==> config.mk <==
export PLATFORM = sky130hd
export DESIGN_NAME = gate_tt_sweeper_flat
export DESIGN_NICKNAME = d
export VERILOG_FILES = /design/src/rtl/gate_tt_sweeper_if.sv /design/src/rtl/gate_tt_sweeper.sv /design/src/flat_wrapper.sv
export SDC_FILE = /design/constraint.sdc
export NUM_CORES = 1
export LEC_CHECK = 0
export BUFFER_PORTS_ARGS = -buffer_cell sky130_fd_sc_hd__buf_4
export CAP_MARGIN = 20
export CORE_MARGIN = 5
export CORE_UTILIZATION = 48
export DETAILED_ROUTE_END_ITERATION = 6
export PLACE_DENSITY_LB_ADDON = 0.3
export SETUP_SLACK_MARGIN = 0.15
export SYNTH_ARGS = -nofsm -noshare
export SYNTH_HDL_FRONTEND = slang
export SYNTH_SLANG_ARGS = --single-unit
export TNS_END_PERCENT = 20
==> constraint.sdc <==
create_clock -name clk -period 1.9 [get_ports clk]
set_clock_uncertainty 0.15 [all_clocks]
set_input_delay 0.19 -clock clk [delete_from_list [all_inputs] [get_ports clk]]
set_output_delay 0.19 -clock clk [all_outputs]
set_load 0.05 [all_outputs]
==> src/rtl/gate_tt_sweeper_if.sv <==
// Host/gate bundle for gate_tt_sweeper; optional mismatch-report signals under GATE_SWEEP_MISMATCH_EN.
// slave = sweeper side, master = host plus gate-under-test side.
interface gate_tt_sweeper_if;
    logic        start;
    logic        busy;
    logic        done;
    logic        pass;
    logic [15:0] tt_captured;
    logic [3:0]  gate_in;
    logic        gate_out;
`ifdef GATE_SWEEP_MISMATCH_EN
    logic        first_mm_valid;
    logic [3:0]  first_mm_idx;

    modport slave  (input start, gate_out,
                    output busy, done, pass, tt_captured, gate_in, first_mm_valid, first_mm_idx);
    modport master (output start, gate_out,
                    input busy, done, pass, tt_captured, gate_in, first_mm_valid, first_mm_idx);
`else
    modport slave  (input start, gate_out,
                    output busy, done, pass, tt_captured, gate_in);
    modport master (output start, gate_out,
                    input busy, done, pass, tt_captured, gate_in);
`endif
endinterface

==> src/rtl/gate_tt_sweeper.sv <==
// Sweeps all 16 vectors through a 4-input gate, captures its truth table and compares to EXPECTED_TT.
// Latency: done 16*(SETTLE_CYCLES+1)+1 cycles after start; start ignored while busy. Macro GATE_SWEEP_MISMATCH_EN adds first-mismatch report.
module gate_tt_sweeper #(
    parameter logic [15:0] EXPECTED_TT   = 16'h1CBF,
    parameter int          SETTLE_CYCLES = 4
) (
    input  logic             clk,
    input  logic             rst,
    gate_tt_sweeper_if.slave bus
);
    typedef enum logic [1:0] {IDLE, APPLY, SAMPLE, FINISH} state_t;

    localparam logic [7:0] CNT_RELOAD = 8'(SETTLE_CYCLES - 1);

    state_t      state_q, state_d;
    logic [3:0]  vec_q, vec_d;
    logic [7:0]  cnt_q, cnt_d;
    logic        busy_q, busy_d;
    logic        done_q, done_d;
    logic        pass_q, pass_d;
    logic [15:0] tt_q, tt_d;
    logic        mm_vld_q, mm_vld_d;
    logic [3:0]  mm_idx_q, mm_idx_d;

    always_comb begin
        state_d  = state_q;
        vec_d    = vec_q;
        cnt_d    = cnt_q;
        busy_d   = busy_q;
        done_d   = 1'b0;
        pass_d   = pass_q;
        tt_d     = tt_q;
        mm_vld_d = mm_vld_q;
        mm_idx_d = mm_idx_q;
        case (state_q)
            IDLE: begin
                if (bus.start) begin
                    state_d  = APPLY;
                    vec_d    = 4'd0;
                    cnt_d    = CNT_RELOAD;
                    busy_d   = 1'b1;
                    pass_d   = 1'b0;
                    tt_d     = 16'h0000;
                    mm_vld_d = 1'b0;
                    mm_idx_d = 4'd0;
                end
            end
            APPLY: begin
                if (cnt_q == 8'd0) begin
                    state_d = SAMPLE;
                end else begin
                    cnt_d = cnt_q - 8'd1;
                end
            end
            SAMPLE: begin
                tt_d = {tt_q[14:0], bus.gate_out};
                // Vector v lives at bit 15-v, i.e. index ~v for a 4-bit v.
                if (!mm_vld_q && (bus.gate_out != EXPECTED_TT[~vec_q])) begin
                    mm_vld_d = 1'b1;
                    mm_idx_d = vec_q;
                end
                if (vec_q == 4'd15) begin
                    state_d = FINISH;
                end else begin
                    state_d = APPLY;
                    vec_d   = vec_q + 4'd1;
                    cnt_d   = CNT_RELOAD;
                end
            end
            FINISH: begin
                state_d = IDLE;
                done_d  = 1'b1;
                busy_d  = 1'b0;
                pass_d  = (tt_q == EXPECTED_TT);
            end
            default: state_d = IDLE;
        endcase
    end

    always_ff @(posedge clk) begin
        if (rst) begin
            state_q  <= IDLE;
            vec_q    <= 4'd0;
            cnt_q    <= 8'd0;
            busy_q   <= 1'b0;
            done_q   <= 1'b0;
            pass_q   <= 1'b0;
            tt_q     <= 16'h0000;
            mm_vld_q <= 1'b0;
            mm_idx_q <= 4'd0;
        end else begin
            state_q  <= state_d;
            vec_q    <= vec_d;
            cnt_q    <= cnt_d;
            busy_q   <= busy_d;
            done_q   <= done_d;
            pass_q   <= pass_d;
            tt_q     <= tt_d;
            mm_vld_q <= mm_vld_d;
            mm_idx_q <= mm_idx_d;
        end
    end

    // vec_q is itself the registered gate drive; it only moves on entry to APPLY.
    assign bus.gate_in     = vec_q;
    assign bus.busy        = busy_q;
    assign bus.done        = done_q;
    assign bus.pass        = pass_q;
    assign bus.tt_captured = tt_q;

`ifdef GATE_SWEEP_MISMATCH_EN
    assign bus.first_mm_valid = mm_vld_q;
    assign bus.first_mm_idx   = mm_idx_q;
`else
    logic unused_mm;
    assign unused_mm = mm_vld_q ^ (^mm_idx_q);
`endif
endmodule

==> src/flat_wrapper.sv <==
// flat-port wrapper written by rule: the top's interface ports become plain ports
module gate_tt_sweeper_flat 
#(
    parameter logic [15:0] EXPECTED_TT   = 16'h1CBF,
    parameter int          SETTLE_CYCLES = 4
)
  (clk, rst, bus_start, bus_gate_out, bus_busy, bus_done, bus_pass, bus_tt_captured, bus_gate_in);
  gate_tt_sweeper_if bus_i ();
  input  logic clk;
  input  logic rst;
  input wire logic [$bits(bus_i.start)-1:0] bus_start;
  input wire logic [$bits(bus_i.gate_out)-1:0] bus_gate_out;
  output wire logic [$bits(bus_i.busy)-1:0] bus_busy;
  output wire logic [$bits(bus_i.done)-1:0] bus_done;
  output wire logic [$bits(bus_i.pass)-1:0] bus_pass;
  output wire logic [$bits(bus_i.tt_captured)-1:0] bus_tt_captured;
  output wire logic [$bits(bus_i.gate_in)-1:0] bus_gate_in;
  assign bus_i.start = bus_start;
  assign bus_i.gate_out = bus_gate_out;
  assign bus_busy = bus_i.busy;
  assign bus_done = bus_i.done;
  assign bus_pass = bus_i.pass;
  assign bus_tt_captured = bus_i.tt_captured;
  assign bus_gate_in = bus_i.gate_in;
  gate_tt_sweeper #(.EXPECTED_TT(EXPECTED_TT), .SETTLE_CYCLES(SETTLE_CYCLES)) u_core (.clk(clk), .rst(rst), .bus(bus_i));
endmodule
==> results.txt, run 1 <==
Max cap viols = 0
Cell area after synthesis = 1441 µm²
Die area = 4199 µm²
FFs w/ async S/R, synth = 0
Worst Path Class, Setup = flip-flop to flip-flop
#FFs+latches synth = 33
Number of flops mapped to enable cells by yosys = 0
Syn. warnings = 0
Reg2reg end = u_core.cnt_q[1]
H-Tree Depth = 2
GRT Residual Overflow = 0
Data required, critical path = 1.97 ns
Pwr per Cell Area = 1005 nW/µm²
Nets = 203
RSZ-0062 raised after global routing = true
Vias = 1335
Routed Antenna Nets = 0
Setup crit start kind = flip-flop
Clock Power Share = 0.266
Critical-path top delay cell = or4_4
Worst Reg-to-Reg Cells = 4
WL final = 3653 µm
Row count = 19
Min-delay worst type = primary input to flip-flop
CTS clk-pin slew, worst paths = 0.11 ns
Max Buffers Root-to-Sink = 2
Crit path max fanout = 6
Starting Density = 0.5095
Final hold violations = 0
Die X = 64.80 µm
Synthesis-to-layout area growth = 32.38%
Die Y = 64.80 µm
Commonest cells in the netlist = dfxtp_1, nor2_1, a22oi_1
Most used flip-flop cell after synthesis = dfxtp_1
Setup ws final = 0.08769 ns
Hold Slack = 0.05030 ns
ANT cells = 0
Lkg Pwr = 0.0007501 µW
Worst vdd ir = 0.7213 mV
CP max stage delay = 0.56 ns
Post-route non-filler standard cell count = 228
WL/cell = 16.02 µm
Initial DRT Pass Iterations = 4
Syn avg cell area = 9.065 µm²
Count of cell types in the netlist = 40
Fillers = 241
R2R Setup Slk = 0.09 ns
Total CTS buffers = 5
Post-DP Area = 1708 µm²
Final Setup Violations = 0
First-pass GRT wire length = 6313 µm
Gp weighted congestion = 0.7707
Register share of total power = 0.417
CP Cell Sequence = or4_4, or3_4, a21oi_2, a211oi_1
Yosys top cell by area = dfxtp_1
Largest net degree at the start of global routing = 26
Final min period = 1.812 ns
Slew HR = 0.7471
Via density = 5.855
Syn_nets = 166
Max-slew violations = 0
Synth top area share = 0.4583
Post-Place Setup Slack = -0.07284 ns
Reg-to-reg startpoint = u_core.cnt_q[2]
CTS tree = yes
Port Buffer Count = 26
Core Box Area = 2829 µm²
Vias in the first global route = 1392
Most frequent cell after synthesis = dfxtp_1
Placed cells = 213
Finished Core Util = 0.6745
Fin area = 1908 µm²
Tcrit/Tclk final = 0.9538
Net Sw Frac = 0.3340
Critical Path Sink = u_core.cnt_q[1]
Dpl hpwl = 2388 µm
CP endpoint kind = flip-flop
Fmax = 551.8 MHz
Root buffer cell = clkbuf_4
Layout cells sized above 1 = 0.4061
I/O pin cnt = 27
Cells after synthesis = 159
Starting DRC count in detailed routing = 51
Initial antenna violation count = 0
Logic pwr share = 0.317
Top post-synthesis cells by area = dfxtp_1, a22oi_1, nor2_1, a21oi_1, ha_1
Worst-margin pin slew = 0.3759 ns
Int Pwr = 1277 µW
DRC Markers = 0
Post-synthesis sequential area ratio = 0.4583
Clk sinks = 33
CP startpoint = u_core.cnt_q[2]
Run status = completed
Critical path arrival = 1.88 ns
NetSw = 640.1 µW
Tot GR Track Use = 0.1937
Worst skew pair latency = 0.33 ns
## layout by cell type (no fill, tap or decap), types with 3 or more instances in the layout
master / synthesis / layout
buf_4: 0 / 36
nor2_1: 24 / 24
dfxtp_1: 33 / 19
a22oi_1: 16 / 16
dfxtp_2: 0 / 12
a21oi_1: 13 / 9
nand2_1: 7 / 7
clkbuf_4: 0 / 5
a21oi_2: 0 / 4
nand3_1: 3 / 3
or4_4: 1 / 3
o21ai_0: 3 / 3
or3_1: 5 / 3
nand2b_1: 3 / 3
or4_1: 5 / 3
o31ai_1: 3 / 3
## metrics by stage
stage          TNS (ns)  power (µW)
2_1_floorplan         0        1169
3_3_place_gp          0        1255
3_5_place_dp    -0.1486        1290
4_1_cts               0        1887
5_1_grt               0        2032
6_report              0        1917
## cell families (layout without fill, tap and decap cells)
logic type                 after synthesis  count (layout)  share of synthesized area
DFF                                     33              33                     0.4583
xor gates and xnor gates                 2               2                    0.01215
muxes                                    1               1                   0.006945
and+or+nand+nor                         65              65                     0.2500
adders and majority gates                3               3                    0.02604
AOI/OAI and AO/OA                       43              44                     0.2083
buffers and inverters                   12              49                    0.03819
## power groups by stage
| stage | sequential, µW | combinational [µW] | clock (µW) |
|---|---|---|---|
| floorplan | 823 | 346 | 0 |
| global placement | 802 | 453 | 0 |
| detailed placement | 807 | 482 | 0 |
| CTS | 793 | 567 | 527 |
| global route | 807 | 655 | 570 |
| finish | 800 | 607 | 510 |
## metal layers
metal	up-vias	routed length [µm]	track usage
li1	658	-	-
met3	7	209	0.06563
met1	636	1516	0.2051
met5	-	0	0
met2	34	1879	0.3487
met4	0	48	0.08179
## worst max-delay path, delay by kind of cell (launching register included)
family             cells  cell delay [ns]
DFF                    1             0.39
AOI/OAI and AO/OA      2             0.20
and+or+nand+nor        2             0.96
## registers in the layout, summed over array words and instances, names as in the netlist
name,cells
u_core.bus.tt_captured,16
u_core.cnt_q,8
u_core.bus.gate_in,4
u_core.state_q,2
u_core.bus.busy,1
u_core.bus.done,1
u_core.bus.pass,1
## worst min-delay path by stage
| stage | startpoint | end | slack [ns] | cells past startpoint |
|---|---|---|---|---|
| finish | rst | u_core.bus.tt_captured[3] | 0.05 | 2 |
| global route | rst | u_core.bus.done | 0.02 | 2 |
| CTS | rst | u_core.bus.tt_captured[2] | 0.02 | 2 |
| detailed placement | u_core.cnt_q[6] | u_core.cnt_q[6] | 0.32 | 2 |
| global placement | bus_gate_out | u_core.bus.tt_captured[0] | 0.29 | 3 |
| floorplan | bus_gate_out | u_core.bus.tt_captured[0] | 0.20 | 2 |
## repair_timing
| item | in CTS | in global routing |
|---|---|---|
| hold buffers | 1 | 0 |
| hold endpoints to repair | 1 | 0 |
| resized for setup | 9 | 10 |
| setup endpoints to repair | 9 | 9 |
| setup buffers | 5 | 0 |
| pin swaps | 5 | 0 |
| gates cloned | 1 | 0 |
## final cells by class
type	instances	area, µm²	area share
timing repair buffer	37	280.3	0.1469
clock inverter	1	7.507	0.003934
inverter	4	15.01	0.007869
clock buffer	7	76.32	0.04000
sequential	33	683.2	0.3580
tap	31	38.79	0.02033
multi-input combinational	115	807.0	0.4230
No activity file was read; power rests on OpenSTA's default activity.
==> run 2, diff against run 1 <==
--- a/config.mk
+++ b/config.mk
@@ -5,7 +5,7 @@
 export SDC_FILE = /design/constraint.sdc
 export NUM_CORES = 1
 export LEC_CHECK = 0
-export BUFFER_PORTS_ARGS = -buffer_cell sky130_fd_sc_hd__buf_4
+export BUFFER_PORTS_ARGS = -buffer_cell sky130_fd_sc_hd__buf_2
 export CAP_MARGIN = 20
 export CORE_MARGIN = 5
 export CORE_UTILIZATION = 48
==> run 2 against run 1 <==
Compared with the run above: core utilization up 0.44 points; clock power down 17%; final cell count up 3.1%; sequential cell count unchanged; global-route usage down 2.4 points; routed wire length down 1.7%; largest cell class unchanged.
==> results.txt, run 2 (same netlist as run 1, synthesis figures left out) <==
Run status = completed
Starting DRC count in detailed routing = 69 (+35%)
Layout cells sized above 1 = 0.4314 (+0.02528)
Max reg flops = 16 (unchanged)
I/O pin cnt = 27 (unchanged)
Setup crit start kind = flip-flop
Reg-to-reg startpoint = u_core.cnt_q[0]
Row count = 19 (unchanged)
Pwr per Cell Area = 1007 nW/µm² (+0.29%)
Slew HR = 0.7158 (-0.03130)
Worst-margin pin slew = 0.4263 ns (+0.05041 ns)
Placed cells = 214 (+0.47%)
Critical-path top delay cell = or3b_4
Most common cell after layout, fill and taps aside = buf_2
Final min period = 1.830 ns (+0.01753 ns)
Critical path arrival = 1.90 ns (+0.02 ns)
GRT Residual Overflow = 0 (unchanged)
CP Cell Sequence = inv_4, ha_4, or3b_4, or3_4, a21oi_2, a211oi_2
Dpl hpwl = 2293 µm (-4.0%)
H-Tree Depth = 2 (unchanged)
Worst Reg-to-Reg Cells = 6 (+2)
Final hold violations = 0 (unchanged)
Core Box Area = 2829 µm² (unchanged)
DRC Markers = 0 (unchanged)
CTS tree = yes
Nets = 210 (+3.4%)
Max-slew violations = 0 (unchanged)
Max Buffers Root-to-Sink = 2 (unchanged)
Min-delay worst type = primary input to flip-flop
Fillers = 235 (-2.5%)
WL/cell = 15.29 µm (-4.6%)
Vias in the first global route = 1318 (-5.3%)
Clk sinks = 33 (unchanged)
Finished Core Util = 0.6789 (+0.004423)
Hold Path Origin = rst
Worst skew pair latency = 0.34 ns (about the same)
Port Buffer Count = 26 (unchanged)
Fmax = 546.5 MHz (-0.96%)
Largest net degree at the start of global routing = 26 (unchanged)
Total power = 1935 µW (+0.95%)
Max cap viols = 0 (unchanged)
Hold depth = 2 (unchanged)
Via density = 5.753 (-1.7%)
Initial antenna violation count = 0 (unchanged)
Reg2reg end = u_core.cnt_q[1]
WL final = 3592 µm (-1.7%)
R2R Setup Slk = 0.07 ns (-0.02 ns)
Vias = 1352 (+1.3%)
Synthesis-to-layout area growth = 33.25%
Worst Path Class, Setup = flip-flop to flip-flop
Die area = 4199 µm² (unchanged)
Hold Slack = 0.1101 ns (+0.05978 ns)
Crit path max fanout = 4 (-2)
CP max stage delay = 0.41 ns (-0.15 ns)
RSZ-0062 raised after global routing = true
Lkg Pwr = 0.0007804 µW (+4.0%)
Total CTS buffers = 5 (unchanged)
Post-route non-filler standard cell count = 235 (+3.1%)
CTS clk-pin slew, worst paths = 0.10 ns (about the same)
First-pass GRT wire length = 5706 µm (-9.6%)
Die X = 64.80 µm (unchanged)
Tcrit/Tclk final = 0.9631 (+0.009228)
Starting Density = 0.5095 (unchanged)
Data required, critical path = 1.97 ns (about the same)
Most frequent cells in the layout = buf_2, nor2_1, dfxtp_1
Gp weighted congestion = 0.8266 (+7.3%)
CP startpoint = u_core.cnt_q[0]
Final Setup Violations = 0 (unchanged)
Tot GR Track Use = 0.1693 (-0.02436)
Worst vdd ir = 0.6560 mV (-9.0%)
Initial DRT Pass Iterations = 4 (unchanged)
Multi-input gate area = 847.1 µm² (+5.0%)
ANT cells = 0 (unchanged)
Die Y = 64.80 µm (unchanged)
Root buffer cell = clkbuf_4
Hold EP = u_core.bus.busy
CP endpoint kind = flip-flop
Routed Antenna Nets = 0 (unchanged)
Seq. cell area = 680.7 µm² (-0.37%)
## run 2: cell count changes in the layout (fill, tap and decap cells not counted), sizes merged
cell,previous run,this run
inv,4,5
clkinvlp,1,0
buf,36,44
o22a,2,1
## run 2: repair_timing
action	CTS	global route
setup buffers	8	4
setup endpoints to repair	8	9
resized for setup	6	23
pin swaps	5	9
hold buffers	1	0
endpoints found under the hold margin	1	0
## run 2: how the worst max path moves through the flow
stage	to	cells after the start
floorplan	u_core.cnt_q[2]	6
global placement	u_core.cnt_q[1]	6
detailed placement	u_core.cnt_q[1]	6
CTS	u_core.cnt_q[4]	5
global route	u_core.cnt_q[1]	6
finish	u_core.cnt_q[1]	6
## run 2: area by class of cell
type                    instances  area share
inverters                       4     0.01042
clock inverters                 1    0.003257
clock buffers                   7     0.02866
flip-flops and latches         33      0.3544
multi-input cells             114      0.4410
repair buffers                 45      0.1420
well taps                      31     0.02020
## run 2: layer usage
layer  global-route usage  share of wire  wire length, µm
met1               0.1985           0.41             1459
met4              0.05541          0.024               87
met2               0.3014           0.52             1873
met5                    0              0                0
met3              0.04145          0.048              172
## run 2: metrics by stage
step	area [µm²]	TNS, ns	worst slack [ns]
final	1921	0	0.07016
after global routing	1921	0	0.01037
after CTS	1792	0	0.06733
after detailed placement	1650	-0.06203	-0.03838
after global placement	1650	0	0.04170
after floorplan	1476	0	0.02324
## run 2: critical path: cells and delay by family (launching register included)
family	cells	cell delay, ns
and+or+nand+nor	2	0.81
DFF	1	0.35
AOI/OAI and AO/OA	2	0.20
adders and majority gates	1	0.12
buffers and inverters	1	0.08
## run 2: where the power goes
part,internal [µW],leakage (µW),switching (µW)
clock,182,0.0000358,241
combinational,326,0.000471,383
sequential,744,0.000274,58.1
==> run 3, diff against run 2 <==
--- a/config.mk
+++ b/config.mk
@@ -5,10 +5,10 @@
 export SDC_FILE = /design/constraint.sdc
 export NUM_CORES = 1
 export LEC_CHECK = 0
+export ABC_AREA = 1
 export BUFFER_PORTS_ARGS = -buffer_cell sky130_fd_sc_hd__buf_2
-export CAP_MARGIN = 20
 export CORE_MARGIN = 5
-export CORE_UTILIZATION = 48
+export CORE_UTILIZATION = 30
 export DETAILED_ROUTE_END_ITERATION = 6
 export PLACE_DENSITY_LB_ADDON = 0.3
 export SETUP_SLACK_MARGIN = 0.15
==> run 3 against run 2 <==
Compared with the run above: register-to-register slack gained 0.25 ns; global-route usage is 5.8 points lower; routed wire length down 6.0%; final area down 4.2%; sequential share of layout area increased by 0.61 points; sequential power decreased by 6.4%; synthesized cell count rose by 35%; combinational power down 53%; die area grew 55%; via count grew 1.0%; core utilization shrank 29 points; largest power group unchanged; highest routed layer is now met3.
==> results.txt, run 3 <==
Run status = completed
Worst skew pair latency = 0.28 ns (-0.06 ns)
Post-DP Area = 1720 µm² (+4.2%)
H-Tree Depth = 2 (unchanged)
Met1 Usage GRT = 0.1361 (-0.06245)
Post-synthesis sequential area ratio = 0.4396 (-0.01870)
Number of flops mapped to enable cells by yosys = 0 (unchanged)
Syn_nets = 222 (+34%)
WL final = 3375 µm (-6.0%)
Final min period = 1.583 ns (-0.2470 ns)
Max reg flops = 16 (unchanged)
Initial antenna violation count = 0 (unchanged)
Tcrit/Tclk final = 0.8330 (-0.1300)
Slew HR = 0.7629 (+0.04706)
Commonest cells in the netlist = nand2_1, dfxtp_1, a21oi_1
Cells after synthesis = 215 (+35%)
CTS tree = yes
CP Cell Sequence = inv_1, ha_1, inv_1, nor3_2, nand3_4, nand2_4, nand2_1, a21oi_1
Most used flip-flop cell after synthesis = dfxtp_1
Data required, critical path = 1.97 ns (about the same)
Largest net degree at the start of global routing = 21 (-19%)
Via density = 4.350 (-24%)
Reg-to-reg startpoint = u_core.cnt_q[0]
Top cell by count, worst path = inv_1
FFs w/ async S/R, synth = 0 (unchanged)
Post-CTS Setup Bufs = 0 (-8)
GR Util met3 = 0.05432 (+0.01287)
ANT cells = 0 (unchanged)
DRC Markers = 0 (unchanged)
Row count = 25 (+6)
Busiest grt layer = met2
RSZ-0062 raised after global routing = false
Setup crit start kind = flip-flop
Final hold violations = 0 (unchanged)
I/O pin cnt = 27 (unchanged)
Lkg Pwr = 0.0008004 µW (+2.6%)
Core Box Area = 4786 µm² (+69%)
Vias = 1366 (+1.0%)
Layout cells sized above 1 = 0.1822 (-0.2492)
Cell area after synthesis = 1503 µm² (+4.3%)
Syn. warnings = 0 (unchanged)
#FFs+latches synth = 33 (unchanged)
Port Buffer Count = 26 (unchanged)
Post-route setup TNS = 0 ns (unchanged)
Count of cell types in the netlist = 22 (-45%)
Hold Path Origin = rst
Critical-path top delay cell = dfxtp_1
Fmax = 631.8 MHz (+16%)
Crit path max fanout = 10 (+6)
Gp weighted congestion = 0.7895 (-4.5%)
Worst vdd ir = 0.4082 mV (-38%)
Pwr per Cell Area = 935.5 nW/µm² (-7.1%)
Die X = 80.78 µm (+25%)
Clk sinks = 33 (unchanged)
GRT Residual Overflow = 0 (unchanged)
Worst-margin pin slew = 0.3544 ns (-0.07189 ns)
Min-delay worst type = primary input to flip-flop
Synth top area share = 0.4396 (-0.01870)
Vias in the first global route = 1287 (-2.4%)
Dpl hpwl = 2403 µm (+4.8%)
Total CTS buffers = 5 (unchanged)
WL/cell = 10.75 µm (-30%)
Yosys top cell by area = dfxtp_1
Starting DRC count in detailed routing = 47 (-32%)
CP max stage delay = 0.30 ns (-0.11 ns)
Fin area = 1839 µm² (-4.2%)
Grt met2 use = 0.1755 (-0.1259)
Most frequent cells in the layout = nand2_1, dfxtp_1, a21oi_1
Critical path buffers and inverters = 2 (+1)
Routed Antenna Nets = 0 (unchanged)
Finished Core Util = 0.3843 (-0.2946)
Syn avg cell area = 6.989 µm² (-23%)
Top Family by Delay on Critical Path = simple AND/OR/NAND/NOR gates
Initial DRT Pass Iterations = 4 (unchanged)
Die area = 6525 µm² (+55%)
Die Y = 80.78 µm (+25%)
Max-slew violations = 0 (unchanged)
CTS clk-pin slew, worst paths = 0.07 ns (-0.03 ns)
Nets = 254 (+21%)
Synthesis-to-layout area growth = 22.40%
Starting Density = 0.3140 (-0.1955)
Max cap viols = 0 (unchanged)
Top post-synthesis cells by area = dfxtp_1, nand2_1, a21oi_1, inv_1, nor2_1
Tot GR Track Use = 0.1116 (-0.05772)
Most frequent cell after synthesis = nand2_1
Worst Path Class, Setup = flip-flop to flip-flop
Root buffer cell = clkbuf_8
CP startpoint = u_core.cnt_q[0]
Critical path arrival = 1.65 ns (-0.25 ns)
CP endpoint kind = flip-flop
Most common cell after layout, fill and taps aside = nand2_1
First-pass GRT wire length = 5609 µm (-1.7%)
Max Buffers Root-to-Sink = 2 (unchanged)
Final Setup Violations = 0 (unchanged)
[run 3: cell types whose count changed after synthesis, sizes merged, moves of 3 or more]
| cell | delta |
|---|---|
| nand2 | +60 |
| inv | +21 |
| a22oi | -16 |
| a21oi | +14 |
| nand3 | +11 |
| or4 | -6 |
| nand4 | +5 |
| or3 | -5 |
| nand2b | -3 |
| o31ai | -3 |
[run 3: repair_timing]
| item | in CTS | in global routing |
|---|---|---|
| endpoints found under the hold margin | 1 | 0 |
| resized for setup | 0 | 1 |
| hold buffers | 1 | 0 |
| endpoints found under the setup margin | 0 | 8 |
[run 3: layer usage]
layer	up-vias	share of wire
met4	0	0
met2	23	0.47
met5	-	0
li1	743	-
met1	600	0.47
met3	0	0.064
[run 3: layout make-up]
class                   count  area (µm²)
clock buffers               5       68.82
clock inverters             2       35.03
fillers                   498        2947
inverters                  26       97.59
multi-input cells         151       728.2
flip-flops and latches     33       663.1
well taps                  67       83.83
repair buffers             30       162.7
[run 3: worst register-to-register path, stage by stage, from the launching register on]
cell and delay [ns]:
dfxtp_1 0.30, inv_1 0.13, ha_1 0.17, inv_1 0.05, nor3_2 0.22, nand3_4 0.19
nand2_4 0.12, nand2_1 0.05, a21oi_1 0.13
[run 3: path summary, 6_finish.rpt]
kind                      to  slack, ns  cells after the start
max          u_core.cnt_q[2]       0.32                      8
min          u_core.cnt_q[4]       0.03                      2
max reg2reg  u_core.cnt_q[2]       0.32                      8
min reg2reg  u_core.bus.busy       0.32                      2
[run 3: stage by stage]
stage | power (µW) | instances | setup WS [ns] | hold slack [ns]
after detailed placement | 1090 | 306 | 0.2195 | 0.2990
after global placement | 1088 | 306 | 0.2763 | 0.2973
after CTS | 1736 | 314 | 0.2000 | 0.01785
after global routing | 1834 | 314 | 0.1500 | 0.02766
after floorplan | 1020 | 215 | 0.2609 | 0.1890
final | 1721 | 314 | 0.3172 | 0.02516
[run 3: cells by family (layout without fill, tap and decap cells)]
| group | after synthesis | after routing | share of synthesized area |
|---|---|---|---|
| simple gates | 118 | 118 | 0.3514 |
| flops | 33 | 33 | 0.4396 |
| buf+inv | 31 | 63 | 0.07910 |
| compound gates | 29 | 29 | 0.09908 |
| fa+ha+maj | 3 | 3 | 0.02498 |
| xor+xnor | 1 | 1 | 0.005830 |
[run 3: power breakdown]
part | total (µW) | internal [µW] | switching (µW)
Clock | 640 | 381 | 259
Sequential | 751 | 723 | 27.2
Combinational | 330 | 105 | 225
Total | 1720 | 1210 | 511
